==> src/rtl/template_rom_matcher.sv <==
// template_rom_matcher: streams one ROI of pixels against a template ROM and
// accumulates the saturating sum of absolute differences (SAD). Produces one
// score/match pair per ROI.
// Optional macro TEMPLATE_MASK_EN: template words equal to 0 are transparent
// and not accumulated; match also requires more than TEMPLATE_LEN/4 counted
// pixels.
module template_rom_matcher #(
  parameter int ADDR_WIDTH   = 10,
  parameter int DATA_WIDTH   = 8,
  parameter int TEMPLATE_LEN = 1024,
  parameter int ROM_LATENCY  = 1,
  parameter int SCORE_WIDTH  = 18,
  parameter int THRESHOLD    = 20000
) (
  input  logic                   clk,
  input  logic                   rst,
  input  logic                   start,
  input  logic                   pix_valid,
  input  logic [DATA_WIDTH-1:0]  pix_data,
  output logic                   pix_ready,
  output logic [ADDR_WIDTH-1:0]  rom_addr,
  input  logic [DATA_WIDTH-1:0]  rom_rd_data,
  output logic                   busy,
  output logic                   score_valid,
  output logic [SCORE_WIDTH-1:0] score,
  output logic                   match
);

  typedef enum logic [1:0] {IDLE, RUN, DRAIN, DONE} state_t;

  localparam logic [ADDR_WIDTH-1:0] LAST_ADDR  = ADDR_WIDTH'(TEMPLATE_LEN - 1);
  localparam logic [1:0]            DRAIN_LAST = 2'(ROM_LATENCY);

  state_t state_reg, state_next;

  logic [ADDR_WIDTH-1:0]                  addr_reg;
  logic [1:0]                             drain_cnt_reg;
  logic [ROM_LATENCY-1:0]                 pipe_valid_reg;
  logic [ROM_LATENCY-1:0][DATA_WIDTH-1:0] pipe_pix_reg;
  logic [SCORE_WIDTH-1:0]                 acc_reg;
  logic                                   score_valid_reg;
  logic [SCORE_WIDTH-1:0]                 score_reg;
  logic                                   match_reg;

  logic                   accept;
  logic                   last_accept;
  logic                   run_entry;
  logic                   tail_valid;
  logic [DATA_WIDTH-1:0]  tail_pix;
  logic [DATA_WIDTH:0]    pix_ext;
  logic [DATA_WIDTH:0]    tmpl_ext;
  logic [DATA_WIDTH:0]    abs_diff;
  logic [SCORE_WIDTH:0]   acc_sum;
  logic [SCORE_WIDTH-1:0] acc_sat;
  logic                   add_en;
  logic                   below_threshold;
  logic                   match_next;

  // Next-state decode and handshake/status outputs
  always_comb begin
    state_next  = state_reg;
    pix_ready   = 1'b0;
    busy        = 1'b0;
    accept      = 1'b0;
    last_accept = 1'b0;
    run_entry   = 1'b0;
    case (state_reg)
      IDLE: begin
        if (start) begin
          state_next = RUN;
          run_entry  = 1'b1;
        end
      end
      RUN: begin
        pix_ready   = 1'b1;
        busy        = 1'b1;
        accept      = pix_valid;
        last_accept = pix_valid && (addr_reg == LAST_ADDR);
        if (last_accept) state_next = DRAIN;
      end
      DRAIN: begin
        busy = 1'b1;
        if (drain_cnt_reg == DRAIN_LAST) state_next = DONE;
      end
      DONE: state_next = IDLE;
      default: state_next = IDLE;
    endcase
  end

  // State register
  always_ff @(posedge clk) begin
    if (rst) state_reg <= IDLE;
    else     state_reg <= state_next;
  end

  // Template address counter; holds on the final pixel so it never wraps
  always_ff @(posedge clk) begin
    if (rst || run_entry) addr_reg <= '0;
    else if (accept && !last_accept) addr_reg <= addr_reg + 1'b1;
  end

  assign rom_addr = addr_reg;

  // Drain timer: counts cycles spent in DRAIN so the last add has landed
  always_ff @(posedge clk) begin
    if (rst || state_reg != DRAIN) drain_cnt_reg <= '0;
    else                           drain_cnt_reg <= drain_cnt_reg + 1'b1;
  end

  // Pixel/tag delay line matching the ROM read latency
  always_ff @(posedge clk) begin
    if (rst) begin
      pipe_valid_reg <= '0;
      pipe_pix_reg   <= '0;
    end else begin
      pipe_valid_reg[0] <= accept;
      pipe_pix_reg[0]   <= pix_data;
      for (int i = 1; i < ROM_LATENCY; i++) begin
        pipe_valid_reg[i] <= pipe_valid_reg[i-1];
        pipe_pix_reg[i]   <= pipe_pix_reg[i-1];
      end
    end
  end

  assign tail_valid = pipe_valid_reg[ROM_LATENCY-1];
  assign tail_pix   = pipe_pix_reg[ROM_LATENCY-1];
  assign pix_ext    = {1'b0, tail_pix};
  assign tmpl_ext   = {1'b0, rom_rd_data};
  assign abs_diff   = (pix_ext >= tmpl_ext) ? (pix_ext - tmpl_ext) : (tmpl_ext - pix_ext);
  assign acc_sum    = {1'b0, acc_reg} + (SCORE_WIDTH+1)'(abs_diff);
  assign acc_sat    = acc_sum[SCORE_WIDTH] ? {SCORE_WIDTH{1'b1}} : acc_sum[SCORE_WIDTH-1:0];
  assign below_threshold = {{(64-SCORE_WIDTH){1'b0}}, acc_reg} < 64'(THRESHOLD);

`ifdef TEMPLATE_MASK_EN
  localparam logic [ADDR_WIDTH:0] QUARTER_LEN = (ADDR_WIDTH+1)'(TEMPLATE_LEN / 4);

  logic [ADDR_WIDTH:0] counted_reg;

  // A zero template word is background and does not contribute
  assign add_en     = (rom_rd_data != '0);
  assign match_next = below_threshold && (counted_reg > QUARTER_LEN);

  // Number of pixels that actually contributed to the score
  always_ff @(posedge clk) begin
    if (rst || run_entry) counted_reg <= '0;
    else if (tail_valid && add_en) counted_reg <= counted_reg + 1'b1;
  end
`else
  assign add_en     = 1'b1;
  assign match_next = below_threshold;
`endif

  // Saturating SAD accumulator
  always_ff @(posedge clk) begin
    if (rst || run_entry) acc_reg <= '0;
    else if (tail_valid && add_en) acc_reg <= acc_sat;
  end

  // Result registers: pulse on DONE, score/match held until the next result
  always_ff @(posedge clk) begin
    if (rst) begin
      score_valid_reg <= 1'b0;
      score_reg       <= '0;
      match_reg       <= 1'b0;
    end else begin
      score_valid_reg <= (state_reg == DONE);
      if (state_reg == DONE) begin
        score_reg <= acc_reg;
        match_reg <= match_next;
      end
    end
  end

  assign score_valid = score_valid_reg;
  assign score       = score_reg;
  assign match       = match_reg;

endmodule

==> config.mk <==
export PLATFORM = sky130hd
export DESIGN_NAME = template_rom_matcher
export DESIGN_NICKNAME = d
export VERILOG_FILES = /design/src/rtl/template_rom_matcher.sv
export SDC_FILE = /design/constraint.sdc
export NUM_CORES = 1
export LEC_CHECK = 0
export BUFFER_PORTS_ARGS = -buffer_cell sky130_fd_sc_hd__buf_2
export CAP_MARGIN = 20
export CORE_MARGIN = 2
export CORE_UTILIZATION = 50
export CTS_BUF_LIST = sky130_fd_sc_hd__clkbuf_16
export DETAILED_ROUTE_END_ITERATION = 8
export GPL_ROUTABILITY_DRIVEN = 0
export HOLD_SLACK_MARGIN = 0.15
export PLACE_DENSITY = 0.82
export SYNTH_ARGS = -nofsm -noshare
export SYNTH_HDL_FRONTEND = slang
export SYNTH_SLANG_ARGS = --single-unit
export TNS_END_PERCENT = 5
==> constraint.sdc <==
create_clock -name clk -period 5.8 [get_ports clk]
set_clock_uncertainty 0.1 [all_clocks]
set_input_delay 0.87 -clock clk [delete_from_list [all_inputs] [get_ports clk]]
set_output_delay 0.87 -clock clk [all_outputs]
set_load 0.01 [all_outputs]
== Word-level counts from Yosys, hierarchy flattened ==
Cells that the tools add are included.

* Reduce and logical (&&, ||, !) cells: 8
* Eq/ne operators: 9
* Multiplexer cells: 12
* $add $sub $neg: 5
* Magnitude comparators: 2

{| class="wikitable"
|+ Operators by type and width
! operator !! count
|-
| $add A18 B9 Y19 || 1
|-
| $lt A18 B15 Y1 const B || 1
|-
| $mux W18 || 1
|-
| $sub A8 B8 Y9 || 2
|-
| $add A10 B1 Y10 const B || 1
|-
| $eq A10 B10 Y1 const B || 1
|-
| $mux W9 || 1
|-
| $ge A8 B8 Y1 || 1
|-
| $ne A2 B2 Y1 const B || 4
|-
| $pmux W2 S4 || 1
|-
| $mux W1 || 6
|-
| $mux W2 || 3
|-
| $eq A2 B1 Y1 const B || 2
|-
| $eq A2 B2 Y1 const B || 2
|-
| $reduce_and A3 Y1 || 1
|-
| $add A2 B1 Y2 const B || 1
|-
| $logic_and A1 B1 Y1 || 2
|-
| $logic_not A2 Y1 || 1
|-
| $logic_or A1 B1 Y1 || 2
|-
| $reduce_or A2 Y1 || 1
|-
| $logic_not A1 Y1 || 1
|}

* Bits of input ports: 20
* Bits in registers: 61
* Word-level logic and storage cells: 45

== Longest topological paths before layout ==
* Depth after elaboration: 5
* Mapped depth: 16

== Worst setup path before layout ==
No wires, ideal clock.

* Path type: input to register
* Start point: input rom_rd_data[1]
* End point: register acc_reg[15]
* Library setup time: 0.091 ns
* Path buffers: 0
* Cell stages on the path: 13
* Arrival time: 3.897 ns
* Path slack: 1.712 ns
* Required time: 5.609 ns
* Cell sequence: inv_1 > ha_1 > nor2b_1 > o31ai_2 > a21boi_2 > nor2_2 > mux2_2 > ha_1 > a211oi_4 > o211ai_2 > a311o_1 > and2_4 > a311oi_1

* Longest elaborated chain between the ends: 4
* Elaborated cells on any way between the ends: 6

{| class="wikitable"
|+ RTL lines
! element !! line !! source
|-
| start, declared || 22 || <nowiki>input logic [DATA_WIDTH-1:0] rom_rd_data,</nowiki>
|-
| $sub A8 B8 Y9 / $ge A8 B8 Y1 (equally long branches) || 129 || <nowiki>assign abs_diff = (pix_ext >= tmpl_ext) ? (pix_ext - tmpl_ext) : (tmpl_ext - pix_ext);</nowiki>
|-
| $mux W9 * || 129 ||
|-
| $add A18 B9 Y19 * || 130 || <nowiki>assign acc_sum = {1'b0, acc_reg} + (SCORE_WIDTH+1)'(abs_diff);</nowiki>
|-
| $mux W18 * || 131 || <nowiki>assign acc_sat = acc_sum[SCORE_WIDTH] ? {SCORE_WIDTH{1'b1}} : acc_sum[SCORE_WIDTH-1:0];</nowiki>
|-
| end signal, assigned || 156 || <nowiki>else if (tail_valid && add_en) acc_reg <= acc_sat;</nowiki>
|-
| end, declared || 40 || <nowiki>logic [SCORE_WIDTH-1:0] acc_reg;</nowiki>
|}

Every way passes the cells marked *; elsewhere a longest branch is shown, timed or not.
A chain may end at the register's enable or synchronous reset.

== Worst setup path after layout ==
Same ends and word-level chain as after synthesis.

==> impl_metrics.xml <==
<?xml version="1.0" encoding="UTF-8"?>
<metrics>
  <group name="flow_run">
    <metric name="cap_viol_max_count" unit="">0</metric>
  </group>
  <group name="sta">
    <metric name="finalHoldViolations" unit="">0</metric>
    <metric name="tns" unit="ns">0</metric>
    <metric name="clock.fmax" unit="MHz">227.1</metric>
    <metric name="layout_setup_ws" unit="ns">1.397</metric>
    <metric name="timing.final.setup_violations" unit="">0</metric>
    <metric name="layout_worst_path_cycle_share" unit="%">75.91</metric>
    <metric name="finalWorstPathRequiredPeriod" unit="ns">4.403</metric>
    <metric name="worst_slew_margin_rel" unit="%">44.96</metric>
    <metric name="worst-slew-pin-transition" unit="ns">0.8187</metric>
    <metric name="rsz0062_at_grt" unit="">no</metric>
    <metric name="maxSlewViolCount" unit="">0</metric>
  </group>
  <group name="logic_synthesis">
    <metric name="yosys_warnings" unit="">0</metric>
    <metric name="synth_enable_flop_cells" unit="">0</metric>
    <metric name="synthesis.instances" unit="">432</metric>
    <metric name="async_reset_ff_share" unit="%">0</metric>
    <metric name="synth.distinct_cells" unit="">62</metric>
    <metric name="synth.ff_latch_count" unit="">61</metric>
    <metric name="post_synth.cell_area_avg" unit="sq um">8.614</metric>
    <metric name="postSynthNetCount" unit="">487</metric>
    <metric name="synth_area" unit="sq um">3721</metric>
    <metric name="seq_area_frac_synth" unit="%">32.82</metric>
    <metric name="ys.flop_type" unit="">dfxtp_1</metric>
  </group>
  <group name="routing">
    <metric name="drc" unit="">0</metric>
    <metric name="detailedRoute.firstIterationViolations" unit="">181</metric>
    <metric name="first_pass_iters" unit="">5</metric>
    <metric name="wire_per_inst" unit="um">14.46</metric>
    <metric name="drt-total-wl" unit="um">8415</metric>
    <metric name="routed_via_density" unit="">5.802</metric>
    <metric name="vias" unit="">3377</metric>
    <metric name="number_of_nets_still_failing_antenna_checks_after_routing" unit="">0</metric>
  </group>
  <group name="clocking">
    <metric name="clock_path_buffers" unit="">2</metric>
    <metric name="cts.clk_slew.worst_paths" unit="ns">0.05</metric>
    <metric name="post_cts_resize_count" unit="">0</metric>
    <metric name="clk_root_buffer_cell" unit="">clkbuf_16</metric>
    <metric name="worstSkewPairLatency" unit="ns">0.33</metric>
    <metric name="clock-sinks" unit="">61</metric>
    <metric name="cts-hold-fix-buffers" unit="">0</metric>
    <metric name="htree_levels" unit="">3</metric>
    <metric name="tritoncts_clock_tree" unit="">done</metric>
    <metric name="numCtsBuffers" unit="">9</metric>
    <metric name="post_cts.repair.setup_buffers" unit="">0</metric>
  </group>
  <group name="final_layout">
    <metric name="drive_gt1_share" unit="%">16.98</metric>
    <metric name="area_grow_syn2layout" unit="%">16.07</metric>
    <metric name="num_antenna_cells" unit="">0</metric>
    <metric name="nets" unit="">534</metric>
    <metric name="final-instance-count-excl-fill" unit="">582</metric>
  </group>
  <group name="global_route">
    <metric name="grt_pass1_wl" unit="um">13960</metric>
    <metric name="first_global_vias" unit="">3098</metric>
    <metric name="grt_max_degree" unit="">35</metric>
    <metric name="grt.overflow.total" unit="">0</metric>
    <metric name="grt_antenna_before_repair" unit="">0</metric>
    <metric name="grt_usage" unit="%">20.61</metric>
  </group>
  <group name="critical_path">
    <metric name="reg2reg_slack" unit="ns">1.82</metric>
    <metric name="critPathMaxFanout" unit="">7</metric>
    <metric name="path_cells" unit="">buf_2 -&gt; inv_1 -&gt; ha_1 -&gt; nor2b_1 -&gt; o31ai_2 -&gt; a21boi_2 -&gt; nor2_2 -&gt; mux2_2 -&gt; ha_1 -&gt; a211oi_4 -&gt; o211ai_2 -&gt; a311o_1 -&gt; and2_4 -&gt; a311oi_1</metric>
    <metric name="critical_path.most_common_cell" unit="">ha_1</metric>
    <metric name="timing.critical_path.arrival" unit="ns">4.53</metric>
    <metric name="critical_path.startpoint_type" unit="">input port</metric>
    <metric name="worstPathRequired" unit="ns">5.93</metric>
    <metric name="critical_path.n_buffers_inverters" unit="">2</metric>
    <metric name="critical_path.max_stage_delay" unit="ns">0.46</metric>
    <metric name="crit_type" unit="">in -&gt; reg</metric>
    <metric name="critical-path-top-delay-family" unit="">compound AO/OA/AOI/OAI gates</metric>
    <metric name="critPathCaptureType" unit="">flop</metric>
    <metric name="cp_slowest_cell" unit="">o31ai_2</metric>
  </group>
  <group name="die">
    <metric name="die_h" unit="um">90.27</metric>
    <metric name="die-area" unit="sq um">8148</metric>
    <metric name="top_level_ports" unit="">52</metric>
    <metric name="floorplan.rows" unit="">31</metric>
    <metric name="initial_core_utilization" unit="%">51.58</metric>
    <metric name="core_area" unit="sq um">7214</metric>
    <metric name="die-width" unit="um">90.27</metric>
  </group>
  <group name="place">
    <metric name="post-place-cells" unit="">566</metric>
    <metric name="dpl.hpwl" unit="um">5932</metric>
    <metric name="detailedPlace.worstSlack" unit="ns">1.092</metric>
    <metric name="port-buffer-count" unit="">51</metric>
  </group>
  <group name="pwr">
    <metric name="total_leakage_power" unit="nW">1.803</metric>
    <metric name="vdd_ir_drop_max" unit="mV">0.3102</metric>
    <metric name="post-layout-total-power" unit="mW">1.244</metric>
    <metric name="powerDensity" unit="nW/um^2">288.1</metric>
  </group>
  <group name="run_status">
    <metric name="outcome" unit="">completed</metric>
  </group>
  <group name="worst_hold_path">
    <metric name="hold_wc_path_type" unit="">reg -&gt; reg</metric>
  </group>
</metrics>
worst paths after layout:
check	from	endpoint	depth (start not counted)
worst max-delay path	rom_rd_data[1]	acc_reg[15]	14
worst min-delay path	drain_cnt_reg[0]	drain_cnt_reg[0]	1
worst max register to register	pipe_pix_reg[1]	acc_reg[15]	12
worst min register to register	drain_cnt_reg[0]	drain_cnt_reg[0]	1
final cells by class:
cell class | instances | area, sq um
fill | 633 | 2895
tap | 99 | 123.9
multi-input combinational | 326 | 2325
clock buffer | 9 | 225.2
clock inverter | 6 | 32.53
timing repair buffer | 52 | 282.8
sequential | 61 | 1221
inverter | 29 | 108.9
cells in the mapped netlist, types with 6 or more instances:
cell / n / area (sq um)
clkbuf_1: 10 / 37.54
dfxtp_1: 61 / 1221
nor2b_1: 19 / 118.9
nand3_1: 8 / 40.04
a21o_1: 6 / 45.04
nand4_1: 7 / 43.79
nor3_1: 14 / 70.07
xnor2_1: 8 / 70.07
a211oi_1: 11 / 82.58
a31oi_1: 10 / 62.56
a21oi_1: 23 / 115.1
mux2i_1: 24 / 240.2
nand2_1: 15 / 56.30
inv_1: 29 / 108.9
nor2_1: 50 / 187.7
ha_1: 32 / 400.4
o21ai_0: 20 / 100.1
per-stage QoR:
step / cell area [sq um] / utilization [%] / hold WS (ns)
after detailed placement: 4034 / 55.91 / 0.3163
after CTS: 4292 / 59.49 / 0.3514
final: 4319 / 59.87 / 0.3454
after floorplan: 3721 / - / 0.2983
after global routing: 4319 / 59.87 / 0.3785
after global placement: 4034 / 55.91 / 0.3064
placed cells by master (no fill, tap or decap), types with 6 or more instances in the layout:
cell type	instances
dfxtp_1	61
buf_2	51
mux2i_1	24
clkbuf_16	9
xnor2_1	8
inv_1	30
ha_1	32
nor2b_1	19
nand4_1	7
nor3_1	14
a21oi_1	23
nand3_1	8
a211oi_1	11
o21ai_0	20
nor2_1	50
a21o_1	6
nand2_1	15
a31oi_1	10
metal layers:
layer	global-route usage (%)	part of all wire, %	up-vias
met5	0	0	-
met4	7.821	1.8	0
met3	5.175	6.4	18
met2	33.46	46	137
met1	26.50	46	1569
li1	-	-	1653
where the power goes:
group	switching [mW]	internal [mW]	leakage, nW
sequential	0.0211	0.438	0.494
combinational	0.187	0.134	1.18
clock	0.183	0.281	0.126
cell families (layout without fill, tap and decap cells):
logic type               Yosys count  count (layout)  synth area share (%)
AND/OR/NAND/NOR                  143             143                 19.57
AO/OA/AOI/OAI                    111             111                 20.95
flip-flops                        61              61                 32.82
buffers and inverters             45              96                 4.707
adder cells (fa/ha/maj)           35              35                 12.37
multiplexers                      25              25                 6.759
XOR/XNOR                          12              12                 2.824
Power figures use the tool's default switching activity.
